===== src/rtl/lsu_pkg.sv =====
// Shared definitions for the load/store memory-access stage.
package lsu_pkg;

  localparam logic [1:0] SZ_BYTE = 2'd0;
  localparam logic [1:0] SZ_HALF = 2'd1;
  localparam logic [1:0] SZ_WORD = 2'd2;

  localparam int unsigned TIMEOUT_DEF = 16;

  typedef enum logic [1:0] {
    ST_IDLE  = 2'd0,
    ST_CHECK = 2'd1,
    ST_REQ   = 2'd2,
    ST_RESP  = 2'd3
  } lsu_state_e;

  // Widen a byte (low 8 bits of v) or a half (all 16 bits) to 32 bits.
  function automatic logic [31:0] ext_load(input logic [15:0] v, input logic is_half,
                                           input logic uns);
    logic [31:0] r;
    if (is_half) begin
      r = uns ? {16'h0000, v} : {{16{v[15]}}, v};
    end else begin
      r = uns ? {24'h000000, v[7:0]} : {{24{v[7]}}, v[7:0]};
    end
    return r;
  endfunction

endpackage


===== src/rtl/lsu_align.sv =====
// Byte-lane steering: enables, replicated store data, extended load data, alignment check.
module lsu_align
  import lsu_pkg::*;
(
  input  logic [1:0]  addr_lo_i,
  input  logic [1:0]  size_i,
  input  logic        uns_i,
  input  logic [31:0] wdata_i,
  input  logic [31:0] rdata_i,
  output logic [3:0]  be_o,
  output logic [31:0] wdata_o,
  output logic [31:0] ldata_o,
  output logic        misalign_o
);

  logic [7:0]  byte_s;
  logic [15:0] half_s;

  // Lane selection of the read word by the low address bits.
  always_comb begin
    byte_s = rdata_i[7:0];
    case (addr_lo_i)
      2'd0:    byte_s = rdata_i[7:0];
      2'd1:    byte_s = rdata_i[15:8];
      2'd2:    byte_s = rdata_i[23:16];
      2'd3:    byte_s = rdata_i[31:24];
      default: byte_s = rdata_i[7:0];
    endcase
    half_s = addr_lo_i[1] ? rdata_i[31:16] : rdata_i[15:0];
  end

  // Size decode: enables, store replication, load extension, illegal access flag.
  always_comb begin
    be_o       = 4'b0000;
    wdata_o    = 32'h0000_0000;
    ldata_o    = rdata_i;
    misalign_o = 1'b0;
    case (size_i)
      SZ_BYTE: begin
        be_o    = 4'b0001 << addr_lo_i;
        wdata_o = {4{wdata_i[7:0]}};
        ldata_o = ext_load({8'h00, byte_s}, 1'b0, uns_i);
      end
      SZ_HALF: begin
        be_o       = 4'b0011 << addr_lo_i;
        wdata_o    = {2{wdata_i[15:0]}};
        ldata_o    = ext_load(half_s, 1'b1, uns_i);
        misalign_o = addr_lo_i[0];
      end
      SZ_WORD: begin
        be_o       = 4'b1111;
        wdata_o    = wdata_i;
        ldata_o    = rdata_i;
        misalign_o = (addr_lo_i != 2'b00);
      end
      default: begin
        misalign_o = 1'b1;
      end
    endcase
  end

endmodule


===== src/rtl/lsu_mem_stage.sv =====
// Memory-access stage: one load/store per start pulse over a req/ack data-memory port,
// with alignment check, ack timeout and registered outputs.
module lsu_mem_stage
  import lsu_pkg::*;
#(
  parameter int unsigned TIMEOUT = TIMEOUT_DEF
) (
  input  logic        clk,
  input  logic        rst,
  input  logic        start,
  input  logic        is_store,
  input  logic [1:0]  size,
  input  logic        uns,
  input  logic [31:0] addr,
  input  logic [31:0] wdata,
  output logic        mem_req,
  output logic        mem_we,
  output logic [29:0] mem_addr,
  output logic [3:0]  mem_be,
  output logic [31:0] mem_wdata,
  input  logic        mem_ack,
  input  logic [31:0] mem_rdata,
  output logic        busy,
  output logic        done,
  output logic [31:0] rdata,
  output logic        err
);

  localparam int unsigned CW = $clog2(TIMEOUT + 1);

  lsu_state_e  state_q, state_d;
  logic        store_q, store_d, uns_q, uns_d;
  logic [1:0]  size_q, size_d;
  logic [31:0] addr_q, addr_d, wdata_q, wdata_d;
  logic        mem_req_q, mem_req_d, mem_we_q, mem_we_d;
  logic [29:0] mem_addr_q, mem_addr_d;
  logic [3:0]  mem_be_q, mem_be_d;
  logic [31:0] mem_wdata_q, mem_wdata_d, rdata_q, rdata_d;
  logic        busy_q, busy_d, done_q, done_d, err_q, err_d;
  logic [CW-1:0] tmo_q, tmo_d;

  logic [3:0]  be_s;
  logic [31:0] st_data_s, ld_data_s;
  logic        misalign_s;

  lsu_align u_align (
    .addr_lo_i  (addr_q[1:0]),
    .size_i     (size_q),
    .uns_i      (uns_q),
    .wdata_i    (wdata_q),
    .rdata_i    (mem_rdata),
    .be_o       (be_s),
    .wdata_o    (st_data_s),
    .ldata_o    (ld_data_s),
    .misalign_o (misalign_s)
  );

  // Next-state and output decode; done/err default low so they only ever pulse.
  always_comb begin
    state_d     = state_q;
    store_d     = store_q;
    size_d      = size_q;
    uns_d       = uns_q;
    addr_d      = addr_q;
    wdata_d     = wdata_q;
    mem_req_d   = mem_req_q;
    mem_we_d    = mem_we_q;
    mem_addr_d  = mem_addr_q;
    mem_be_d    = mem_be_q;
    mem_wdata_d = mem_wdata_q;
    rdata_d     = rdata_q;
    busy_d      = busy_q;
    done_d      = 1'b0;
    err_d       = 1'b0;
    tmo_d       = tmo_q;
    case (state_q)
      ST_IDLE: begin
        if (start) begin
          store_d = is_store;
          size_d  = size;
          uns_d   = uns;
          addr_d  = addr;
          wdata_d = wdata;
          busy_d  = 1'b1;
          state_d = ST_CHECK;
        end else begin
          state_d = ST_IDLE;
        end
      end
      ST_CHECK: begin
        if (misalign_s) begin
          done_d  = 1'b1;
          err_d   = 1'b1;
          busy_d  = 1'b0;
          state_d = ST_IDLE;
        end else begin
          mem_req_d   = 1'b1;
          mem_we_d    = store_q;
          mem_addr_d  = addr_q[31:2];
          mem_be_d    = be_s;
          mem_wdata_d = st_data_s;
          tmo_d       = {CW{1'b0}};
          state_d     = ST_REQ;
        end
      end
      ST_REQ: begin
        if (mem_ack) begin
          mem_req_d = 1'b0;
          mem_we_d  = 1'b0;
          done_d    = 1'b1;
          busy_d    = 1'b0;
          rdata_d   = store_q ? rdata_q : ld_data_s;
          state_d   = ST_RESP;
        end else if (tmo_q == CW'(TIMEOUT - 1)) begin
          // Last allowed request cycle without ack: abort, rdata keeps its old value.
          mem_req_d = 1'b0;
          mem_we_d  = 1'b0;
          done_d    = 1'b1;
          err_d     = 1'b1;
          busy_d    = 1'b0;
          state_d   = ST_IDLE;
        end else begin
          tmo_d = tmo_q + CW'(1);
        end
      end
      ST_RESP: begin
        state_d = ST_IDLE;
      end
      default: begin
        state_d = ST_IDLE;
      end
    endcase
  end

  // State and output registers with synchronous active-low reset.
  always_ff @(posedge clk) begin
    if (!rst) begin
      state_q     <= ST_IDLE;
      store_q     <= 1'b0;
      size_q      <= 2'd0;
      uns_q       <= 1'b0;
      addr_q      <= 32'h0000_0000;
      wdata_q     <= 32'h0000_0000;
      mem_req_q   <= 1'b0;
      mem_we_q    <= 1'b0;
      mem_addr_q  <= 30'h0000_0000;
      mem_be_q    <= 4'b0000;
      mem_wdata_q <= 32'h0000_0000;
      rdata_q     <= 32'h0000_0000;
      busy_q      <= 1'b0;
      done_q      <= 1'b0;
      err_q       <= 1'b0;
      tmo_q       <= {CW{1'b0}};
    end else begin
      state_q     <= state_d;
      store_q     <= store_d;
      size_q      <= size_d;
      uns_q       <= uns_d;
      addr_q      <= addr_d;
      wdata_q     <= wdata_d;
      mem_req_q   <= mem_req_d;
      mem_we_q    <= mem_we_d;
      mem_addr_q  <= mem_addr_d;
      mem_be_q    <= mem_be_d;
      mem_wdata_q <= mem_wdata_d;
      rdata_q     <= rdata_d;
      busy_q      <= busy_d;
      done_q      <= done_d;
      err_q       <= err_d;
      tmo_q       <= tmo_d;
    end
  end

  assign mem_req   = mem_req_q;
  assign mem_we    = mem_we_q;
  assign mem_addr  = mem_addr_q;
  assign mem_be    = mem_be_q;
  assign mem_wdata = mem_wdata_q;
  assign busy      = busy_q;
  assign done      = done_q;
  assign err       = err_q;
  assign rdata     = rdata_q;

endmodule

===== config.mk =====
export PLATFORM = sky130hd
export DESIGN_NAME = lsu_mem_stage
export DESIGN_NICKNAME = d
export VERILOG_FILES = /design/src/rtl/lsu_pkg.sv /design/src/rtl/lsu_align.sv /design/src/rtl/lsu_mem_stage.sv
export SDC_FILE = /design/constraint.sdc
export NUM_CORES = 1
export LEC_CHECK = 0
export ABC_AREA = 1
export BUFFER_PORTS_ARGS = -buffer_cell sky130_fd_sc_hd__buf_2
export CORE_MARGIN = 3
export CORE_UTILIZATION = 37
export DETAILED_ROUTE_END_ITERATION = 6
export GPL_TIMING_DRIVEN = 1
export PLACE_DENSITY = 0.62
export SYNTH_ARGS = -nofsm -noshare
export SYNTH_HDL_FRONTEND = slang
export SYNTH_HIERARCHICAL = 1
export SYNTH_SLANG_ARGS = --single-unit

===== constraint.sdc =====
create_clock -name clk -period 4.2 [get_ports clk]
set_clock_uncertainty 0.2 [all_clocks]
set_input_delay 0.63 -clock clk [delete_from_list [all_inputs] [get_ports clk]]
set_output_delay 0.63 -clock clk [all_outputs]
set_load 0.02 [all_outputs]

# Word-level counts from Yosys, hierarchy flattened
# Cells that the tools add are included.
# op_classes
bitwise_logic	2
n_reduce_logical	12
n_shift	2
n_lt_le_gt_ge	0
div_mod_pow	0
mux	32
mul	0
addsub	1
n_eq_ne	15
# ops
op	count
32-bit one-hot mux with 3 select lines	1
32-bit 2-to-1 mux	2
32-bit one-hot mux with 2 select lines	1
8-bit one-hot mux with 4 select lines	1
16-bit 2-to-1 mux	1
5-bit 2-to-1 mux	3
4-bit one-hot mux with 3 select lines	1
1-bit 2-to-1 mux	11
2-bit equality test, second input constant	5
2-bit != test, second input constant	5
5-bit one-hot mux with 2 select lines	1
1-bit one-hot mux with 2 select lines	4
2-bit one-hot mux with 4 select lines	1
4-bit AND reduction	2
2-bit by 1-bit equality test with 1-bit output, second input constant	3
2-bit zero test	3
2-bit 2-to-1 mux	3
1-bit one-hot mux with 3 select lines	2
3-bit AND reduction	2
5-bit by 1-bit adder with 5-bit output, second input constant	1
5-bit by 4-bit equality test with 1-bit output, second input constant	1
2-bit AND reduction	2
2-bit nonzero test	2
1-bit by 2-bit left shift with 4-bit output, first input constant	1
4 further kinds	5
# word_totals
n_memories	0
out_inout_bits	103
reg_bits	178
romBits	0
latchBits	0
elab_cells	80
mem_bits_rw	0

# Longest topological paths before layout
# logic_depth
ltp_word	4
depth_mapped	14
mapped_depth_nobuf	12

# By module
# Netlist, hierarchy kept.
# modules_own_cells
mod	area_each_um2	n_inst	cells_each
lsu_mem_stage	6449.9	1	825
lsu_align	1395.1	1	268

# Least setup slack after synthesis
# OpenSTA, ideal clock, no wires.
# synth_timing
path_kind	register -> register
start	register size_q[0]
end	register mem_addr_q[10] (netlist: mem_addr[10])
path_slack_ns	2.369
stages_incl_launch_ff	13
required_ns	3.887
setup_ns	0.113
arrival_ns	1.518
path_cell_list	dfxtp_1 -> buf_6 -> inv_4 -> nor2_8 -> nand2_1 -> o211ai_1 -> inv_1 -> nand2_2 -> inv_4 -> buf_8 -> buf_6 -> nor2_1 -> nor2_1
# synth_between
elab_chain_len	4
# synth_lines
item	line_no	rtl
from (decl)	lsu_mem_stage.sv:33	logic [1:0] size_q, size_d;
from (signal assigned)	lsu_mem_stage.sv:157	size_q <= size_d;
2-bit equality test, or another cell as far along	lsu_align.sv:38	case (size_i)
1-bit one-hot mux with 3 select lines (*)	lsu_align.sv:38	
via misalign_s	lsu_mem_stage.sv:44	logic misalign_s;
1-bit inverter (no source line) (*)	--	
2-bit AND reduction (no source line) (*)	--	
to (signal assigned)	lsu_mem_stage.sv:163	mem_addr_q <= mem_addr_d;
to (decl)	lsu_mem_stage.sv:36	logic [29:0] mem_addr_q, mem_addr_d;
# The timed path passes the listed nets; every way through them passes the cells marked *.
# A chain may end at the register's enable or synchronous reset.

# Worst setup path after layout
# layout_timing
start	register addr_q[1]
end	register tmo_q[3]
# layout_between
elab_chain_len	4
# layout_lines
item	line_no	rtl
from (decl)	lsu_mem_stage.sv:34	logic [31:0] addr_q, addr_d, wdata_q, wdata_d;
from (signal assigned)	lsu_mem_stage.sv:159	addr_q <= addr_d;
2-bit nonzero test	lsu_align.sv:54	misalign_o = (addr_lo_i != 2'b00);
1-bit one-hot mux with 3 select lines	lsu_align.sv:38	
via misalign_s	lsu_mem_stage.sv:44	
2-bit != test (no source line)	--	
4-bit AND reduction (no source line)	--	
to (signal assigned)	lsu_mem_stage.sv:153	tmo_q <= {CW{1'b0}};
to (signal assigned)	lsu_mem_stage.sv:170	tmo_q <= tmo_d;
to (decl)	lsu_mem_stage.sv:40	logic [CW-1:0] tmo_q, tmo_d;
# The timed path passes the listed nets, and every way through them passes these cells.

==> tab_implementation.tex <==
\begin{tabular}{lr}
\hline
Metric & Value \\
\hline
\multicolumn{2}{l}{\textbf{Critical path}} \\
Worst path bufs/invs & 3 \\
Category of cells accounting for the largest share of critical-path delay & simple AND/OR/NAND/NOR gates \\
Max FO, Critical Path & 68 \\
Data arrival time of the critical path & 3.23 ns \\
Reg2Reg Launch Point & addr\_q[1] \\
Crit path kind & reg2reg \\
Worst stage delay on the critical path & between 0.6 and 0.7 ns \\
Required time of the worst setup path & 4.33 ns \\
Cell seen most often among critical-path stages & nand2\_1 \\
CP max stage cell & inv\_4 \\
Start point of the critical path & addr\_q[1] \\
CP Launch Type & flop \\
Nature of the critical path endpoint & flop \\
Series of cell instances along the critical path & nor2\_2 -> o211ai\_1 -> inv\_1 -> nand2\_2 -> inv\_4 -> nand2\_1 -> nand2\_1 -> inv\_1 -> nand2\_1 -> nor2\_1 \\
\multicolumn{2}{l}{\textbf{Clocking}} \\
CTS max path bufs & 2 \\
Number of levels the H-tree was split into & 4 \\
Resize count post-CTS & 0 \\
Post-CTS repair timing setup buffer count & 0 \\
Number of clock buffers inserted by TritonCTS & 17 \\
Sink count of the clock tree & $\sim$180 \\
Worst-Skew Late Latency & 0.43 ns \\
Clock-pin slew on the worst setup and hold paths & 0.07 ns \\
Clock Root Buffer & clkbuf\_16 \\
Hold buffers post-CTS & 0 \\
Clock tree from TritonCTS & yes \\
\multicolumn{2}{l}{\textbf{Pwr}} \\
Worst IR drop on VDD & about 270 uV \\
Power spent charging and discharging nets & 0.001543 W \\
Logic pwr share & 0.214 \\
Post-route total power & between 0.004 and 0.005 W \\
Share of total power consumed by net switching & 0.3358 \\
Proportion of power drawn by flip-flops and latches & 0.431 \\
Internal power & approximately 0.0031 W \\
Clock share of power & 0.355 \\
Leakage & about 4.6 nW \\
Power density over the cells & about 490 nW/um\^{}2 \\
\multicolumn{2}{l}{\textbf{Detailed routing}} \\
Post-route DRC violation count & 0 \\
Vias per cell & 4.867 \\
Via count & $\sim$7500 \\
Average detailed-routed wire length per instance & 14.72 um \\
First drt pass iteration count & 5 \\
1st-iter DRT viols & 382 \\
DRT antenna net count & 0 \\
Final wirelength & 22620 um \\
\multicolumn{2}{l}{\textbf{STA}} \\
Transition time at the pin with the least slew margin & roughly 1.0 ns \\
Ratio of final minimum period to clock period & 0.7376 \\
Post-route minimum period & 3.098 ns \\
Final sum of negative setup slack & 0 ns \\
Achievable Freq & 322.8 MHz \\
Max-slew violation total from the final report & 0 \\
Number of hold violations in the final report & 0 \\
RSZ-0062 raised after global routing & false \\
Normalized max-slew margin & 0.3118 \\
Setup violations, final & 0 \\
\multicolumn{2}{l}{\textbf{Floorplanning}} \\
Number of placed I/O pins & just over 200 \\
Number of core rows & 52 \\
Starting density of the core & 0.3816 \\
CORE AREA & 20560 um\^{}2 \\
Die width & 151.6 um \\
Die outline height & about 150 um \\
Die area & between 20000 and 25000 um\^{}2 \\
\multicolumn{2}{l}{\textbf{GRT}} \\
Antenna violations before repair & 1 \\
Overall global routing resource usage & 0.1959 \\
Residual overflow from global routing & 0 \\
Number of global-route vias before repair & between 6000 and 7000 \\
Global-route wire length before repair & 35670 um \\
Pin count of the biggest net entering global routing & 121 \\
\multicolumn{2}{l}{\textbf{Synth}} \\
Top cells by area in the synthesized netlist & dfxtp\_1 45\%, nor2\_1 17\%, o21ai\_0 9.9\% \\
Count of state elements after synthesis & roughly 180 \\
Share of the yosys chip area belonging to registers & 0.4542 \\
Yosys warns & 6 \\
Area of the mapped netlist & 7845 um\^{}2 \\
Post-synth top area cell & dfxtp\_1 \\
Number of different library cells in the post-synthesis netlist & 35 \\
Average cell area after synthesis & 7.178 um\^{}2 \\
Post-Syn Instances & 1093 \\
Yosys top cell area share & 0.4542 \\
Mapped Nets & 1204 \\
\multicolumn{2}{l}{\textbf{Cells and area}} \\
Ant. Diodes & 0 \\
Area delta synth->final & 19.97\% \\
Final non-filler cell area & 9412 um\^{}2 \\
Area occupied by multi-input gates & about 3700 um\^{}2 \\
Final core utilization & 0.4578 \\
Sequential cell area & 3563 um\^{}2 \\
Fill count & about 2200 \\
Final Instance Count excl. Fillers & roughly 1500 \\
\# nets final & 1365 \\
Share of final-layout standard cells stronger than drive strength 1 & 0.2305 \\
\multicolumn{2}{l}{\textbf{Outcome}} \\
Run status & finished, final reports clean \\
\multicolumn{2}{l}{\textbf{Placement}} \\
Post-DP HPWL & 15890 um \\
Gpl congestion & 0.8825 \\
Placed cells & 1505 \\
Cell area after placement & 8803 um\^{}2 \\
Port bufs & 206 \\
\multicolumn{2}{l}{\textbf{Hold path}} \\
Critical hold path startpoint & addr[27] \\
Hold Path Class & in2reg \\
\multicolumn{2}{l}{\textbf{Job}} \\
Max-capacitance violation count & 0 \\
\hline
\end{tabular}
cells in the final DEF, fill, tap and decap left out, types with 3 or more instances in the layout:
cell type  netlist  final
nand4_1          9      9
nor2_1         357    357
inv_6            0      3
buf_2           27    205
o211ai_1         3      3
inv_1           28     28
ha_1             7      7
nand3_2         20     20
o21ai_0        155    155
nor2_2           4      4
clkinv_4         0      3
nand2_2          6      6
buf_4            7      7
a21oi_1          8      8
inv_8            0      6
clkbuf_16        0     17
inv_2            9      9
nand2_1        149    149
nand3_1         44     44
dfxtp_1        178    178
o21ai_1         29     29
cells in the mapped netlist, drive strengths merged:
master,number
nor2,364
o21ai,184
dfxtp,178
nand2,156
nand3,66
buf,50
inv,39
clkbuf,20
a21oi,9
nand4,9
ha,7
o211ai,3
o21bai,2
o31ai,2
a21boi,1
nand3b,1
nor3,1
o21a,1
final timing paths:
check,endpoint,slack (ns),cells after the start
min reg2reg,mem_wdata[19],0.27,2
max reg2reg,tmo_q[3],1.10,10
max,tmo_q[3],1.10,10
min,addr_q[27],0.25,3
registers in the layout, indices dropped and copies added (netlist names), 2 cells and up:
signal	flops
addr_q	32
mem_addr	30
mem_be	4
mem_wdata	32
rdata	32
size_q	2
state_q	2
tmo_q	5
wdata_q	32
metal layers:
layer	vias up	global-route usage	wire length, um
met1	3401	0.2616	10230
met4	2	0.05571	420
li1	3835	-	-
met3	26	0.05413	1767
met2	217	0.3116	10190
met5	-	0	7
per-stage QoR:
| stage | hold WS (ns) | setup slack, ns |
|---|---|---|
| after CTS | 0.2260 | 1.042 |
| final | 0.2467 | 1.102 |
| after global placement | 0.2578 | 1.116 |
| after global routing | 0.2415 | 0.7780 |
| after detailed placement | 0.2656 | 1.057 |
| after floorplan | 0.2495 | 2.369 |
cell families after synthesis:
family | Yosys count | synth area share
adders and majority gates | 7 | 0.01116
AOI/OAI and AO/OA | 202 | 0.1332
DFF | 178 | 0.4542
buffers and inverters | 109 | 0.07767
and+or+nand+nor | 597 | 0.3238
power groups by stage:
stage / sequential (W) / clock [W] / combinational [W]
floorplan: 0.00211 / 0 / 0.000631
global placement: 0.00202 / 0 / 0.000983
detailed placement: 0.00202 / 0 / 0.000995
CTS: 0.00198 / 0.00167 / 0.000998
global route: 0.00200 / 0.00175 / 0.00112
finish: 0.00198 / 0.00163 / 0.000985
worst register-to-register path: stages, from the launching register on:
cell      delay, ns
dfxtp_1        0.57
nor2_2         0.54
o211ai_1       0.22
inv_1          0.12
nand2_2        0.29
inv_4          0.65
nand2_1        0.16
nand2_1        0.10
inv_1          0.05
nand2_1        0.06
nor2_1         0.04
cell type report:
cell class	count	area share
inverters	39	0.01609
clock buffers	17	0.04520
well taps	270	0.03589
repair buffers	212	0.1146
flip-flops and latches	178	0.3786
clock inverters	15	0.01941
multi-input cells	806	0.3902
No activity file was read; power rests on OpenSTA's default activity.
